## src/rtl/uart_rx_pkg.sv

```systemverilog
//------------------------------------------------------------------------------
// Module  : uart_rx_pkg
// Purpose : Shared constants, types and helpers for the UART receiver:
//           oversample tick positions, FSM state encodings, the latched
//           frame configuration record and small helper functions.
// Ports   : none (package)
// Revision: 1.0 - initial release
//------------------------------------------------------------------------------
`default_nettype none

package uart_rx_pkg;

  // Oversampling: 16 ticks per bit, line sampled at the bit centre.
  localparam logic [3:0] c_TICK_S0   = 4'd7;
  localparam logic [3:0] c_TICK_S1   = 4'd8;
  localparam logic [3:0] c_TICK_S2   = 4'd9;
  localparam logic [3:0] c_TICK_LAST = 4'd15;

  // Receiver FSM state encodings.
  localparam logic [2:0] c_ST_IDLE   = 3'd0;
  localparam logic [2:0] c_ST_START  = 3'd1;
  localparam logic [2:0] c_ST_DATA   = 3'd2;
  localparam logic [2:0] c_ST_PARITY = 3'd3;
  localparam logic [2:0] c_ST_STOP1  = 3'd4;
  localparam logic [2:0] c_ST_STOP2  = 3'd5;

  // Frame configuration captured at start-bit detection.
  typedef struct packed {
    logic [1:0] length;
    logic       stop2;
    logic       parity;
    logic       odd;
  } rx_cfg_t;

  // Number of data bits for a length code (0..3 -> 6..9).
  function automatic logic [3:0] data_bits(input logic [1:0] length);
    return {2'b00, length} + 4'd6;
  endfunction

  // Two-out-of-three majority vote.
  function automatic logic maj3(input logic a, input logic b, input logic c);
    return (a & b) | (a & c) | (b & c);
  endfunction

endpackage

`default_nettype wire

```

## src/rtl/uart_rx_if.sv

```systemverilog
//------------------------------------------------------------------------------
// Module  : uart_rx_if
// Purpose : Bundles the UART receiver line, framing controls and received
//           word/status outputs.
// Ports   : i_ce, i_rx, i_length, i_stop2, i_parity, i_odd  (into receiver)
//           o_data, o_valid, o_parity_err, o_frame_err, o_busy (from receiver)
//           modport master = the receiver, modport slave = its environment
// Revision: 1.0 - initial release
//------------------------------------------------------------------------------
`default_nettype none

interface uart_rx_if;
  logic       i_ce;
  logic       i_rx;
  logic [1:0] i_length;
  logic       i_stop2;
  logic       i_parity;
  logic       i_odd;
  logic [8:0] o_data;
  logic       o_valid;
  logic       o_parity_err;
  logic       o_frame_err;
  logic       o_busy;

  modport master (
    input  i_ce, i_rx, i_length, i_stop2, i_parity, i_odd,
    output o_data, o_valid, o_parity_err, o_frame_err, o_busy
  );

  modport slave (
    output i_ce, i_rx, i_length, i_stop2, i_parity, i_odd,
    input  o_data, o_valid, o_parity_err, o_frame_err, o_busy
  );
endinterface

`default_nettype wire

```

## src/rtl/uart_rx_sampler.sv

```systemverilog
//------------------------------------------------------------------------------
// Module  : uart_rx_sampler
// Purpose : Line synchronizer, per-bit oversample tick counter and
//           three-sample majority vote for the UART receiver.
// Ports   : i_clk, i_rst_n  clock / async active-low reset
//           i_ce            16x oversample tick
//           i_rx            raw asynchronous serial line
//           i_clear         hold the tick counter at 0 (receiver idle)
//           o_rx_s          synchronized line
//           o_bit_val       majority-voted bit value (valid with o_bit_done)
//           o_bit_done      strobe on the tick-9 sample of the current bit
//           o_bit_end       strobe on the last tick (15) of the current bit
// Revision: 1.0 - initial release
//------------------------------------------------------------------------------
`default_nettype none

module uart_rx_sampler
  import uart_rx_pkg::*;
#(
  parameter int SYNC_STAGES = 2
) (
  input  logic i_clk,
  input  logic i_rst_n,
  input  logic i_ce,
  input  logic i_rx,
  input  logic i_clear,
  output logic o_rx_s,
  output logic o_bit_val,
  output logic o_bit_done,
  output logic o_bit_end
);

  logic [SYNC_STAGES-1:0] r_sync;
  logic [3:0]             r_tick;
  logic                   r_s0;
  logic                   r_s1;
  logic                   w_rx_s;

  // Synchronizer runs every clock; presets to the idle (high) line level.
  always_ff @(posedge i_clk or negedge i_rst_n) begin
    if (!i_rst_n) begin
      r_sync <= '1;
    end else begin
      r_sync <= {r_sync[SYNC_STAGES-2:0], i_rx};
    end
  end

  assign w_rx_s = r_sync[SYNC_STAGES-1];

  // Tick counter wraps 15 -> 0 so consecutive bits need no explicit reload.
  always_ff @(posedge i_clk or negedge i_rst_n) begin
    if (!i_rst_n) begin
      r_tick <= '0;
      r_s0   <= 1'b1;
      r_s1   <= 1'b1;
    end else if (i_clear) begin
      r_tick <= '0;
    end else if (i_ce) begin
      r_tick <= r_tick + 4'd1;
      if (r_tick == c_TICK_S0) r_s0 <= w_rx_s;
      if (r_tick == c_TICK_S1) r_s1 <= w_rx_s;
    end
  end

  // Third sample is the live line value on tick 9.
  assign o_rx_s     = w_rx_s;
  assign o_bit_val  = maj3(r_s0, r_s1, w_rx_s);
  assign o_bit_done = i_ce && !i_clear && (r_tick == c_TICK_S2);
  assign o_bit_end  = i_ce && !i_clear && (r_tick == c_TICK_LAST);

endmodule

`default_nettype wire

```

## src/rtl/uart_rx.sv

```systemverilog
//------------------------------------------------------------------------------
// Module  : uart_rx
// Purpose : UART receiver. 16x oversampled, majority-voted bits, 6..9 data
//           bits, optional even/odd parity, one or two stop bits. Presents
//           each word with a one-clock strobe plus parity/frame error flags.
// Ports   : i_clk, i_rst_n  clock / async active-low reset
//           bus (master)    line, framing controls, received word/status
// Revision: 1.0 - initial release
//------------------------------------------------------------------------------
`default_nettype none

module uart_rx
  import uart_rx_pkg::*;
#(
  parameter int SYNC_STAGES = 2
) (
  input  logic      i_clk,
  input  logic      i_rst_n,
  uart_rx_if.master bus
);

  logic [2:0] r_state;
  logic [2:0] w_next;
  logic       w_rx_s, w_bit_val, w_bit_done, w_bit_end;
  logic       w_start, w_shift, w_bit_adv, w_par_chk, w_stop_chk, w_finish;
  logic       w_busy, w_last_bit, w_ferr_final;
  rx_cfg_t    r_cfg;
  logic [8:0] r_shift;
  logic [8:0] r_data;
  logic [3:0] r_bitcnt;
  logic       r_perr, r_ferr;
  logic       r_valid, r_perr_o, r_ferr_o;
  logic       r_armed;

  uart_rx_sampler #(
    .SYNC_STAGES (SYNC_STAGES)
  ) u_sampler (
    .i_clk      (i_clk),
    .i_rst_n    (i_rst_n),
    .i_ce       (bus.i_ce),
    .i_rx       (bus.i_rx),
    .i_clear    (r_state == c_ST_IDLE),
    .o_rx_s     (w_rx_s),
    .o_bit_val  (w_bit_val),
    .o_bit_done (w_bit_done),
    .o_bit_end  (w_bit_end)
  );

  assign w_last_bit   = (r_bitcnt == (data_bits(r_cfg.length) - 4'd1));
  // The final stop bit is still on w_bit_val when the frame completes.
  assign w_ferr_final = r_ferr | ~w_bit_val;

  // State register.
  always_ff @(posedge i_clk or negedge i_rst_n) begin
    if (!i_rst_n) r_state <= c_ST_IDLE;
    else          r_state <= w_next;
  end

  // Next-state logic.
  always_comb begin
    w_next = r_state;
    case (r_state)
      c_ST_IDLE:   if (bus.i_ce && !w_rx_s && r_armed) w_next = c_ST_START;
      c_ST_START: begin
        if (w_bit_done && w_bit_val) w_next = c_ST_IDLE;   // false start
        else if (w_bit_end)          w_next = c_ST_DATA;
      end
      c_ST_DATA: begin
        if (w_bit_end && w_last_bit)
          w_next = r_cfg.parity ? c_ST_PARITY : c_ST_STOP1;
      end
      c_ST_PARITY: if (w_bit_end) w_next = c_ST_STOP1;
      c_ST_STOP1: begin
        // A lone stop bit ends the frame at its centre sample.
        if (r_cfg.stop2) begin
          if (w_bit_end) w_next = c_ST_STOP2;
        end else if (w_bit_done) begin
          w_next = c_ST_IDLE;
        end
      end
      c_ST_STOP2:  if (w_bit_done) w_next = c_ST_IDLE;
      default:     w_next = c_ST_IDLE;
    endcase
  end

  // Output / control decode.
  always_comb begin
    w_start    = 1'b0;
    w_shift    = 1'b0;
    w_bit_adv  = 1'b0;
    w_par_chk  = 1'b0;
    w_stop_chk = 1'b0;
    w_finish   = 1'b0;
    w_busy     = (r_state != c_ST_IDLE);
    w_start    = (r_state == c_ST_IDLE) && (w_next == c_ST_START);
    w_shift    = (r_state == c_ST_DATA) && w_bit_done;
    w_bit_adv  = (r_state == c_ST_DATA) && w_bit_end;
    w_par_chk  = (r_state == c_ST_PARITY) && w_bit_done;
    w_stop_chk = ((r_state == c_ST_STOP1) || (r_state == c_ST_STOP2)) && w_bit_done;
    w_finish   = w_stop_chk && (w_next == c_ST_IDLE);
  end

  // Datapath: config latch, word assembly, error tracking, result registers.
  always_ff @(posedge i_clk or negedge i_rst_n) begin
    if (!i_rst_n) begin
      r_cfg    <= '0;
      r_shift  <= '0;
      r_bitcnt <= '0;
      r_perr   <= 1'b0;
      r_ferr   <= 1'b0;
      r_data   <= '0;
      r_valid  <= 1'b0;
      r_perr_o <= 1'b0;
      r_ferr_o <= 1'b0;
      r_armed  <= 1'b1;
    end else begin
      r_valid <= w_finish;
      if (w_start) begin
        r_cfg    <= '{length: bus.i_length, stop2: bus.i_stop2,
                      parity: bus.i_parity, odd: bus.i_odd};
        r_shift  <= '0;
        r_bitcnt <= '0;
        r_perr   <= 1'b0;
        r_ferr   <= 1'b0;
      end
      // Writing by index keeps the word LSB-aligned for every length.
      if (w_shift)   r_shift[r_bitcnt] <= w_bit_val;
      if (w_bit_adv) r_bitcnt <= r_bitcnt + 4'd1;
      // Unused upper bits of r_shift are zero, so a full reduction is safe.
      if (w_par_chk) r_perr <= (w_bit_val != (^r_shift ^ r_cfg.odd));
      if (w_stop_chk && !w_bit_val) r_ferr <= 1'b1;
      if (w_finish) begin
        r_data   <= r_shift;
        r_perr_o <= r_perr;
        r_ferr_o <= w_ferr_final;
      end
      // A break (zero word, low stop) disarms start detection until the
      // line is seen high again; otherwise a held-low line would retrigger.
      if (w_finish && w_ferr_final && (r_shift == '0)) r_armed <= 1'b0;
      else if (w_rx_s)                                 r_armed <= 1'b1;
    end
  end

  assign bus.o_data       = r_data;
  assign bus.o_valid      = r_valid;
  assign bus.o_parity_err = r_perr_o;
  assign bus.o_frame_err  = r_ferr_o;
  assign bus.o_busy       = w_busy;

endmodule

`default_nettype wire

```

## src/flat_wrapper.sv

```systemverilog
// flat-port wrapper written by rule: the top's interface ports become plain ports
module uart_rx_flat import uart_rx_pkg::*;
#(
  parameter int SYNC_STAGES = 2
)
  (i_clk, i_rst_n, bus_i_ce, bus_i_rx, bus_i_length, bus_i_stop2, bus_i_parity, bus_i_odd, bus_o_data, bus_o_valid, bus_o_parity_err, bus_o_frame_err, bus_o_busy);
  uart_rx_if bus_i ();
  input  logic i_clk;
  input  logic i_rst_n;
  input wire logic [$bits(bus_i.i_ce)-1:0] bus_i_ce;
  input wire logic [$bits(bus_i.i_rx)-1:0] bus_i_rx;
  input wire logic [$bits(bus_i.i_length)-1:0] bus_i_length;
  input wire logic [$bits(bus_i.i_stop2)-1:0] bus_i_stop2;
  input wire logic [$bits(bus_i.i_parity)-1:0] bus_i_parity;
  input wire logic [$bits(bus_i.i_odd)-1:0] bus_i_odd;
  output wire logic [$bits(bus_i.o_data)-1:0] bus_o_data;
  output wire logic [$bits(bus_i.o_valid)-1:0] bus_o_valid;
  output wire logic [$bits(bus_i.o_parity_err)-1:0] bus_o_parity_err;
  output wire logic [$bits(bus_i.o_frame_err)-1:0] bus_o_frame_err;
  output wire logic [$bits(bus_i.o_busy)-1:0] bus_o_busy;
  assign bus_i.i_ce = bus_i_ce;
  assign bus_i.i_rx = bus_i_rx;
  assign bus_i.i_length = bus_i_length;
  assign bus_i.i_stop2 = bus_i_stop2;
  assign bus_i.i_parity = bus_i_parity;
  assign bus_i.i_odd = bus_i_odd;
  assign bus_o_data = bus_i.o_data;
  assign bus_o_valid = bus_i.o_valid;
  assign bus_o_parity_err = bus_i.o_parity_err;
  assign bus_o_frame_err = bus_i.o_frame_err;
  assign bus_o_busy = bus_i.o_busy;
  uart_rx #(.SYNC_STAGES(SYNC_STAGES)) u_core (.i_clk(i_clk), .i_rst_n(i_rst_n), .bus(bus_i));
endmodule
```

## config.mk

```make
export PLATFORM = sky130hd
export DESIGN_NAME = uart_rx_flat
export DESIGN_NICKNAME = d
export VERILOG_FILES = /design/src/rtl/uart_rx_pkg.sv /design/src/rtl/uart_rx_if.sv /design/src/rtl/uart_rx_sampler.sv /design/src/rtl/uart_rx.sv /design/src/flat_wrapper.sv
export SDC_FILE = /design/constraint.sdc
export NUM_CORES = 1
export LEC_CHECK = 0
export CAP_MARGIN = 20
export CORE_MARGIN = 1.5
export CORE_UTILIZATION = 30
export DETAILED_ROUTE_END_ITERATION = 16
export GPL_ROUTABILITY_DRIVEN = 1
export HOLD_SLACK_MARGIN = 0.02
export PLACE_DENSITY = 0.46
export SYNTH_ARGS = -nofsm -noshare
export SYNTH_HDL_FRONTEND = slang
export SYNTH_SLANG_ARGS = --single-unit
```

## constraint.sdc

```tcl
create_clock -name i_clk -period 2.02 [get_ports i_clk]
set_clock_uncertainty 0.05 [all_clocks]
set_input_delay 0.303 -clock i_clk [delete_from_list [all_inputs] [get_ports i_clk]]
set_output_delay 0.303 -clock i_clk [all_outputs]
set_load 0.05 [all_outputs]
```

==> results.md, run 1 <==
* Post-CTS Resized at 0
* Worst skew pair latency at 0.30 ns
* Area occupied by multi-input gates at 1090 um^2
* Post-detail-place hpwl at between 3000 and 4000 um
* Post-synthesis compound-gate area fraction at 0.0421
* H-tree depth at 2
* GP Congestion at 0.757
* Vert. Die Dim at between 90 and 100 um
* Leakage Power at 1.25 nW
* Routed WL at 4560 um
* Syn. warnings at 0
* Layout cell share with drive strength beyond 1 at 0.197
* Synth top area share at 0.421
* Residual DRC at 0
* Via count at between 1500 and 2000
* Num rows at 31
* Post-Synth XOR/XNOR Area at 0.0454
* Synthesized area at 2320 um^2
* Type of origin of the critical path: flop
* Max FO, Critical Path at 3
* Top cells by area, synth: dfrtp_1 (42%), mux2_2 (7.3%), ha_1 (6.5%)
* Unique masters post-synth at 42
* Number of global-route vias before repair at 1575
* Final Hold Viols at 0
* DRT iter0 DRCs at between 40 and 50
* Initial antenna violation count at 0
* Hold Path Class: input port to async pin
* WS Path Type: flop to flop
* Most numerous cell in the Yosys netlist: dfrtp_1
* Cell taking the most area after synthesis: dfrtp_1
* FILL cells at 752
* Grt ovf at 0
* Core area at 7370 um^2
* Slew Limit Fails at 0
* CTS hold repair buffers at 0
* Root Buffer: clkbuf_8
* Reg clk slew, reported paths at around 0.09 ns
* Max rail drop VDD at 312 uV
* Core Util, Final at 0.377
* Max Cap Viol at 0
* Antenna Nets Post-Route at 0
* Tcrit/Tclk final at 0.955
* Final setup viols at 0
* Type of destination of the critical path: flop
* Fmax at just over 500 MHz
* Vias per cell at 4.60
* Chip width at just over 90 um
* Diode count at 0
* Postcts setup bufs at 0
* I/O Buffers at 21
* Synth Instances at roughly 220
* Drt wl/cell at 13.1 um
* Slew headroom at 0.476
* Worst path required time at 2.15 ns
* Most used DFF post-synth: dfrtp_1
* Register area share after synthesis at 0.478
* Tmin final at 1.93 ns
* Worst slew pin tran at 0.781 ns
* CTS tree: done
* Register area at approximately 1100 um^2
* I/O pins at 22
* Data arrival, critical path at 2.06 ns
* Leading post-synthesis cells by instance count: dfrtp_1 (39), nand2_1 (34), mux2_2 (15), nand4_1 (13)
* Largest net degree at the start of global routing at 45
* Power Density at 834 nW/um^2
* Starting Density at 0.314
* Post-synth ARST share at 1.00
* Final nets at roughly 270
* Syn Area/Cell at 10.8 um^2
* RSZ-0062 raised after global routing: no
* Worst Hold Slack at 0.0250 ns
* Post-Synth Adder-Cell Area at 0.0692
* Post-synthesis simple-gate area fraction at 0.189
* GRT Overall Usage at 0.121
* Post-synth EDFFs at 0
* Syn Nets at 236
* Clock Sinks at 44
* Layout area overhead at 19.9%
* Mux cell area share after synthesis at 0.125
* DRT Pass-1 Iters at 4
* First-pass GRT wire length at 7910 um
* Synth Register Bits at 44
* Status: finished clean
* Largest family of logic cells by synthesized area: simple AND/OR/NAND/NOR gates
* Num CTS Buffers at 5
* Die Area at 8260 um^2
* Clock buffer depth at 2
[flip-flops by register name, summed over array words and instances, names as in the netlist]
name,cells
u_core.r_state,3
u_core.u_sampler.r_tick,4
u_core.u_sampler.r_s0,1
u_core.bus.o_frame_err,1
u_core.u_sampler.r_sync,2
u_core.r_bitcnt,4
u_core.bus.o_parity_err,1
u_core.r_ferr,1
u_core.bus.o_valid,1
u_core.r_cfg,5
u_core.bus.o_data,9
u_core.u_sampler.r_s1,1
u_core.r_armed,1
u_core.r_perr,1
u_core.r_shift,9
[where the power goes]
group / total, mW / internal, mW / switching [mW]
Clock: 0.574 / 0.245 / 0.329
Sequential: 1.15 / 1.00 / 0.145
Combinational: 0.593 / 0.279 / 0.314
[worst max-delay path, stage by stage, from the launching register on]
cell and delay [ns]:
dfrtp_1 0.41, ha_1 0.21, or3b_1 0.36, a211oi_1 0.33
nand2b_1 0.12, a221o_1 0.33
[metal layers]
layer  vias up  share of wire  GRT usage
met5         -              0          0
met4         0          0.010     0.0365
met3         4          0.026     0.0295
met2        22           0.44      0.184
met1       764           0.52      0.170
li1        812              -          -
[layout make-up]
type	count	area share
sequential	44	0.399
multi-input combinational	148	0.392
timing repair buffer	36	0.114
tap	99	0.0446
clock buffer	5	0.0248
inverter	13	0.0176
clock inverter	3	0.00856
[path summary, 6_finish.rpt]
kind,from,end,slack (ns),cells past startpoint
min in group i_clk,u_core.u_sampler.r_sync[0],u_core.u_sampler.r_sync[1],0.31,0
hold reg to reg,u_core.u_sampler.r_sync[0],u_core.u_sampler.r_sync[1],0.31,0
setup reg to reg,u_core.r_cfg[3],u_core.r_state[1],0.09,5
hold / removal,i_rst_n,u_core.u_sampler.r_tick[2],0.02,2
setup / recovery,u_core.r_cfg[3],u_core.r_state[1],0.09,5
max in group asynchronous,i_rst_n,u_core.r_state[2],1.48,2
[cell families (layout without fill, tap and decap cells)]
kind of cell             count (synthesis)  in the layout
adder cells (fa/ha/maj)                 13             13
multiplexers                            27             27
AND/OR/NAND/NOR                         83             83
XOR/XNOR                                12             12
buffers and inverters                   23             57
AO/OA/AOI/OAI                           13             13
flip-flops                              44             44
[cells in the final DEF, fill, tap and decap left out, types with 2 or more instances in the layout]
master	synthesis	layout
dfrtp_1	39	39
nand2_1	34	34
clkdlybuf4s50_1	0	19
buf_4	0	16
mux2_2	15	15
nand4_1	13	13
inv_1	12	12
mux2i_1	12	12
ha_1	12	12
nor2_1	9	9
xnor2_1	8	8
nor2b_1	5	5
clkbuf_8	0	5
dfstp_2	5	5
xor2_1	4	4
nand3_1	4	4
nand2b_1	3	3
a31oi_1	3	3
and4_1	2	2
and2_1	2	2
nor3_1	2	2
clkinvlp_4	0	2
[stage by stage]
step / power [mW] / TNS, ns / area [um^2] / setup WS [ns] / cells
6_report: 2.32 / 0 / 2780 / 0.0902 / 348
2_1_floorplan: 1.57 / 0 / 2320 / 0.0644 / 215
3_5_place_dp: 1.76 / -0.668 / 2680 / -0.0743 / 340
5_1_grt: 2.46 / 0 / 2780 / 0.0146 / 348
4_1_cts: 2.35 / 0 / 2780 / 0.0619 / 348
3_3_place_gp: 1.76 / -0.489 / 2680 / -0.0456 / 340
Power figures use the tool's default switching activity.
==> inputs of run 2 (changes only) <==
ABC_AREA = 1   (was default)
==> results.md, run 2 <==
* Status: finished clean
* Starting Density at 0.310 (-0.00410)
* Register area share after synthesis at 0.492 (+0.0141)
* Core area at 7250 um^2 (-1.6%)
* Num CTS Buffers at 5 (unchanged)
* Clock Sinks at 44 (unchanged)
* Vert. Die Dim at 89.6 um (-1.4%)
* Clock buffer depth at 2 (unchanged)
* CTS tree: done
* Internal power at 1.35 mW (-12%)
* CP max stage delay at 0.39 ns (-0.02 ns)
* Root Buffer: clkbuf_8
* Sw Pwr at 0.455 mW (-42%)
* Drt wl/cell at 11.4 um (-13%)
* Top Usage Layer GRT: met2
* Num rows at 31 (unchanged)
* Global routing met2 resource utilization at 0.196 (+0.0125)
* Type of origin of the critical path: flop
* Post-detail-place hpwl at 3480 um (+8.6%)
* Most numerous cell in the Yosys netlist: nand2_1
* Top cells by area, synth: dfrtp_1 (43%), nand2_1 (10%), ha_1 (6.7%)
* Unique masters post-synth at 27 (-36%)
* Cell Chain, Critical Path: inv_1 -> ha_1 -> inv_1 -> nor2_2 -> nand3_4 -> nand2_1 -> nand2_1 -> nor2_2 -> nand3_4 -> clkbuf_16 -> nand2_1 -> o21ai_1
* Max rail drop VDD at 205 uV (-34%)
* Chip width at 89.6 um (-1.4%)
* Syn Area/Cell at 8.49 um^2 (-21%)
* Largest net degree at the start of global routing at 30 (-33%)
* Sequential share of power at 0.514 (+0.018)
* Reg2Reg Depth at 12 (+7)
* Tcrit/Tclk final at 0.920 (-0.0356)
* Diode count at 0 (unchanged)
* Synthesized area at 2250 um^2 (-2.9%)
* Worst Hold Slack at 0.311 ns (+0.286 ns)
* Cell taking the most area after synthesis: dfrtp_1
* Hold depth at 0
* DRT Pass-1 Iters at 4 (unchanged)
* Fmax at 538 MHz (+3.9%)
* I/O pins at 22 (unchanged)
* Max FO, Critical Path at 10 (+7)
* Syn Nets at 286 (+21%)
* Post-synth EDFFs at 0 (unchanged)
* Grt ovf at 0 (unchanged)
* Setup TNS at 0 ns (unchanged)
* Hold Path Class: flop to flop
* Tmin final at 1.86 ns (-0.0720 ns)
* Data arrival, critical path at 2.01 ns (-0.05 ns)
* Grt met1 use at 0.183 (+0.0130)
* Slew Limit Fails at 0 (unchanged)
* R2R Setup Slk at 0.16 ns (+0.07 ns)
* Hold EP: u_core.u_sampler.r_sync[1]
* Worst r2r dst: u_core.bus.o_data[0]
* Syn. warnings at 0 (unchanged)
* Met3 Use GR at 0.0274 (-0.00204)
* DRT iter0 DRCs at 129 (+190%)
* Post-Layout Inst Area at 2820 um^2 (+1.7%)
* Die Area at 8030 um^2 (-2.8%)
* Slowest cell on the critical path: dfrtp_1
* Synth Instances at 265 (+23%)
* Area post-placement at 2650 um^2 (-1.2%)
* Vias per cell at 4.45 (-3.3%)
* Layout cell share with drive strength beyond 1 at 0.145 (-0.0516)
* Worst skew pair latency at 0.30 ns (about the same)
* Comb power frac at 0.094 (-0.162)
* I/O Buffers at 21 (unchanged)
* Final setup viols at 0 (unchanged)
* Final Hold Viols at 0 (unchanged)
* Number of global-route vias before repair at 1648 (+4.6%)
* Type of destination of the critical path: flop
* Residual DRC at 0 (unchanged)
* Max Cap Viol at 0 (unchanged)
* Power Density at 638 nW/um^2 (-24%)
* Reg clk slew, reported paths at 0.09 ns (about the same)
* Worst path required time at 2.17 ns (+0.02 ns)
* Post-synth ARST share at 1.00 (unchanged)
* Most used DFF post-synth: dfrtp_1
* Via count at 1790 (+12%)
* Worst hold start: u_core.u_sampler.r_sync[0]
* Synth Register Bits at 44 (unchanged)
* First-pass GRT wire length at 7890 um (-0.27%)
* Initial antenna violation count at 0 (unchanged)
* Leakage Power at 1.27 nW (+1.4%)
* WS Path Type: flop to flop
* H-tree depth at 2 (unchanged)
* Antenna Nets Post-Route at 0 (unchanged)
* Worst slew pin tran at 0.666 ns (-0.116 ns)
* Postcts setup bufs at 0 (unchanged)
* FF-to-FF Start: u_core.u_sampler.r_tick[1]
* Layout area overhead at 25.5%
* Most frequent cells in the layout: nand2_1 (62), dfrtp_1 (39), inv_1 (27), nand3_1 (24), clkdlybuf4s50_1 (19)
* Slew headroom at 0.556 (+0.0806)
* Sw Share at 0.253 (-0.0873)
* Commonest non-fill, non-tap cell in the layout: nand2_1
* Crit path top cell by count: nand2_1
* Routed WL at 4600 um (+0.94%)
* Synth top area share at 0.434 (+0.0124)
* Final nets at 323 (+20%)
* Clock power share at 0.393 (+0.145)
* GP Congestion at 0.778 (+2.8%)
* Leading post-synthesis cells by instance count: nand2_1 (62), dfrtp_1 (39), inv_1 (27), nand3_1 (25), nor2_1 (20)
* GRT Overall Usage at 0.129 (+0.00787)
==> run 2: cell count changes in the layout (fill, tap and decap cells not counted), sizes merged, moves of 3 or more <==
cell	delta
nand4	-4
mux2i	-12
nor2b	-5
xnor2	-4
nor2	+13
nor3	-3
inv	+23
nand3	+23
o21ai	+28
nand2	+28
mux2	-15
nand2b	-3
buf	-4
==> run 2: per-stage QoR <==
step	power (mW)	worst slack, ns	util	std cells
finish	1.80	0.162	0.389	402
global route	1.90	-0.00787	0.389	402
CTS	1.83	0.0965	0.383	401
detailed placement	1.11	0.0847	0.366	392
global placement	1.11	0.106	0.366	392
floorplan	1.03	0.311	-	265
==> run 2: power groups by stage <==
stage,sequential (mW),clock [mW],combinational (mW)
floorplan,0.937,0,0.0949
global placement,0.943,0,0.166
detailed placement,0.942,0,0.167
CTS,0.925,0.735,0.169
global route,0.929,0.768,0.201
finish,0.925,0.708,0.169
==> run 2: layout make-up <==
class	count	area, um^2
clock buffers	5	68.8
inverters	35	131
clock inverters	3	46.3
multi-input cells	182	1010
fillers	764	4430
flip-flops and latches	44	1110
repair buffers	34	333
well taps	99	124
==> run 2: logic make-up after synthesis <==
logic type,count (synthesis),synth area share
fa+ha+maj,12,0.0667
xor+xnor,9,0.0350
buf+inv,39,0.0673
simple gates,123,0.249
compound gates,38,0.0901
flops,44,0.492
==> run 2: repair_timing <==
action / 4_1_cts / 5_1_grt
gates resized for setup: 0 / 5
hold endpoints to repair: 22 / 0
setup endpoints to repair: 0 / 13
hold buffers: 1 / 0
==> run 2: critical path, delay by kind of cell (launching register included) <==
family	cells	cell delay, ns
adders and majority gates	1	0.15
AOI/OAI and AO/OA	1	0.05
and+or+nand+nor	7	0.78
buffers and inverters	3	0.34
DFF	1	0.39
==> run 2: worst max path at each step <==
stage,start,to
floorplan,u_core.u_sampler.r_tick[1],u_core.bus.o_data[0]
finish,u_core.u_sampler.r_tick[1],u_core.bus.o_data[0]
CTS,u_core.r_cfg[3],u_core.bus.o_parity_err
global route,u_core.u_sampler.r_tick[1],u_core.bus.o_data[8]
global placement,bus_i_ce,u_core.bus.o_parity_err
detailed placement,bus_i_ce,u_core.r_shift[8]
==> run 2: metal layers <==
metal  routed length, um  share of wire
met5                   0              0
met4                  70          0.015
met3                 140          0.030
met2                1980           0.43
met1                2410           0.52
==> inputs of run 3 (changes only) <==
CELL_PAD_IN_SITES_DETAIL_PLACEMENT = 1   (was default)
CELL_PAD_IN_SITES_GLOBAL_PLACEMENT = 2   (was default)
PLACE_DENSITY = 0.69   (was 0.46)
==> results.md, run 3 (synthesized netlist as in run 2, its figures left out) <==
* Chip width at 89.6 um (unchanged)
* Initial antenna violation count at 0 (unchanged)
* I/O Buffers at 21 (unchanged)
* Fmax at 544 MHz (+1.1%)
* Crit path buffers/inverters at 2 (-1)
* Drt wl/cell at 13.2 um (+16%)
* Worst slack at placement at 0.0666 ns (-0.0181 ns)
* Max FO, Critical Path at 20 (+10)
* Root Buffer: clkbuf_8
* Clock power share at 0.349 (-0.044)
* Layout cell share with drive strength beyond 1 at 0.139 (-0.00660)
* Setup TNS at 0 ns (unchanged)
* Comb power frac at 0.104 (+0.010)
* Grt ovf at 0 (unchanged)
* Final setup viols at 0 (unchanged)
* I/O pins at 22 (unchanged)
* Sw Share at 0.257 (+0.00478)
* Type of origin of the critical path: flop
* Number of global-route vias before repair at 1877 (+14%)
* Post-detail-place hpwl at 4050 um (+16%)
* Max Cap Viol at 0 (unchanged)
* Core area at 7250 um^2 (unchanged)
* DRT Pass-1 Iters at 4 (unchanged)
* Cell Chain, Critical Path: ha_1 -> nand2_1 -> nor2_2 -> nand4_1 -> nor2_1 -> nor2_2 -> nand3_1 -> buf_12 -> inv_2 -> nand2_1 -> nand2_1
* Slew Limit Fails at 0 (unchanged)
* Worst path required time at 2.16 ns (about the same)
* Num rows at 31 (unchanged)
* Vias per cell at 4.54 (+2.0%)
* Vert. Die Dim at 89.6 um (unchanged)
* Worst skew pair latency at 0.30 ns (about the same)
* CTS tree: done
* Antenna Nets Post-Route at 0 (unchanged)
* Via count at 1826 (+2.0%)
* Sw Pwr at 0.436 mW (-4.3%)
* Crit path top cell by count: nand2_1
* Slew headroom at 0.649 (+0.0926)
* Slowest cell on the critical path: dfrtp_1
* Residual DRC at 0 (unchanged)
* Layout area overhead at 24.4%
* Largest net degree at the start of global routing at 25 (-17%)
* Clock Sinks at 44 (unchanged)
* Tmin final at 1.84 ns (-0.0196 ns)
* Fin worst setup slack at 0.182 ns (+0.0196 ns)
* First-pass GRT wire length at 9020 um (+14%)
* Data arrival, critical path at 1.98 ns (-0.03 ns)
* Leakage Power at 1.26 nW (-0.84%)
* Hold Path Class: flop to flop
* Clock buffer depth at 2 (unchanged)
* Type of destination of the critical path: flop
* Worst slew pin tran at 0.527 ns (-0.139 ns)
* FILL cells at 906 (+19%)
* Final nets at 323 (unchanged)
* Routed WL at 5320 um (+16%)
* Power Density at 605 nW/um^2 (-5.2%)
* Max rail drop VDD at 285 uV (+39%)
* GRT Overall Usage at 0.148 (+0.0189)
* Most frequent cells in the layout: nand2_1 (62), dfrtp_1 (39), inv_1 (27), nand3_1 (25), clkdlybuf4s50_1 (19)
* Reg clk slew, reported paths at 0.09 ns (about the same)
* Sequential share of power at 0.548 (+0.034)
* DRT iter0 DRCs at 53 (-59%)
* Postcts setup bufs at 0 (unchanged)
* Top delay family on crit path: simple AND/OR/NAND/NOR gates
* WS Path Type: flop to flop
* Die Area at 8030 um^2 (unchanged)
* CP max stage delay at 0.40 ns (about the same)
* GP Congestion at 0.799 (+2.7%)
* Diode count at 0 (unchanged)
* Num CTS Buffers at 5 (unchanged)
* H-tree depth at 2 (unchanged)
* RSZ-0062 raised after global routing: no
* Internal power at 1.26 mW (-6.7%)
* Starting Density at 0.310 (unchanged)
* Final Hold Viols at 0 (unchanged)
* Tcrit/Tclk final at 0.910 (-0.00971)
* Status: finished clean
* Commonest non-fill, non-tap cell in the layout: nand2_1
## run 3: repair_timing
| action | in CTS | in global routing |
|---|---|---|
| hold buffers | 1 | 0 |
| setup endpoints to repair | 0 | 15 |
| hold endpoints to repair | 15 | 0 |
| gates resized for setup | 0 | 3 |
## run 3: per-stage QoR
step / util / hold WS (ns) / area, um^2 / total power [mW] / cells
after floorplan: - / -0.0426 / 2250 / 1.03 / 265
after global placement: 0.370 / 0.257 / 2680 / 1.12 / 393
after detailed placement: 0.370 / 0.268 / 2680 / 1.12 / 393
after CTS: 0.384 / 0.321 / 2790 / 1.73 / 402
after global routing: 0.386 / 0.320 / 2800 / 1.77 / 402
final: 0.386 / 0.318 / 2800 / 1.69 / 402
## run 3: routing by layer
metal	routed length, um	GRT usage
met1	2700	0.205
met2	2450	0.236
met3	123	0.0302
met4	49	0.0378
met5	0	0
## run 3: area by class of cell
type / instances / area (um^2) / area share
clock inverter: 1 / 7.51 / 0.00268
clock buffer: 7 / 86.3 / 0.0309
inverter: 35 / 131 / 0.0470
multi-input combinational: 182 / 1000 / 0.358
tap: 99 / 124 / 0.0443
timing repair buffer: 34 / 340 / 0.122
sequential: 44 / 1110 / 0.396
## run 3: worst paths after layout
kind	endpoint	startpoint	cells past startpoint	slack (ns)
worst max-delay path	u_core.bus.o_data[8]	u_core.u_sampler.r_tick[0]	11	0.18
worst min-delay path	u_core.u_sampler.r_sync[1]	u_core.u_sampler.r_sync[0]	0	0.32
worst max register to register	u_core.bus.o_data[8]	u_core.u_sampler.r_tick[0]	11	0.18
worst min register to register	u_core.u_sampler.r_sync[1]	u_core.u_sampler.r_sync[0]	0	0.32
max in group asynchronous	u_core.r_shift[8]	i_rst_n	3	0.95
min in group asynchronous	u_core.r_state[2]	i_rst_n	2	0.45
## run 3: power by group through the flow
stage / Clock [mW] / Combinational (mW) / Sequential [mW]
floorplan: 0 / 0.0949 / 0.937
global placement: 0 / 0.176 / 0.943
detailed placement: 0 / 0.178 / 0.944
CTS: 0.626 / 0.181 / 0.927
global route: 0.641 / 0.202 / 0.930
finish: 0.591 / 0.175 / 0.927
## run 3: worst register-to-register path, cell delays in order, from the launching register on
cell and delay [ns]:
dfrtp_1 0.40, ha_1 0.23, nand2_1 0.08, nor2_2 0.15, nand4_1 0.18, nor2_1 0.18
nor2_2 0.05, nand3_1 0.11, buf_12 0.16, inv_2 0.05, nand2_1 0.05, nand2_1 0.04
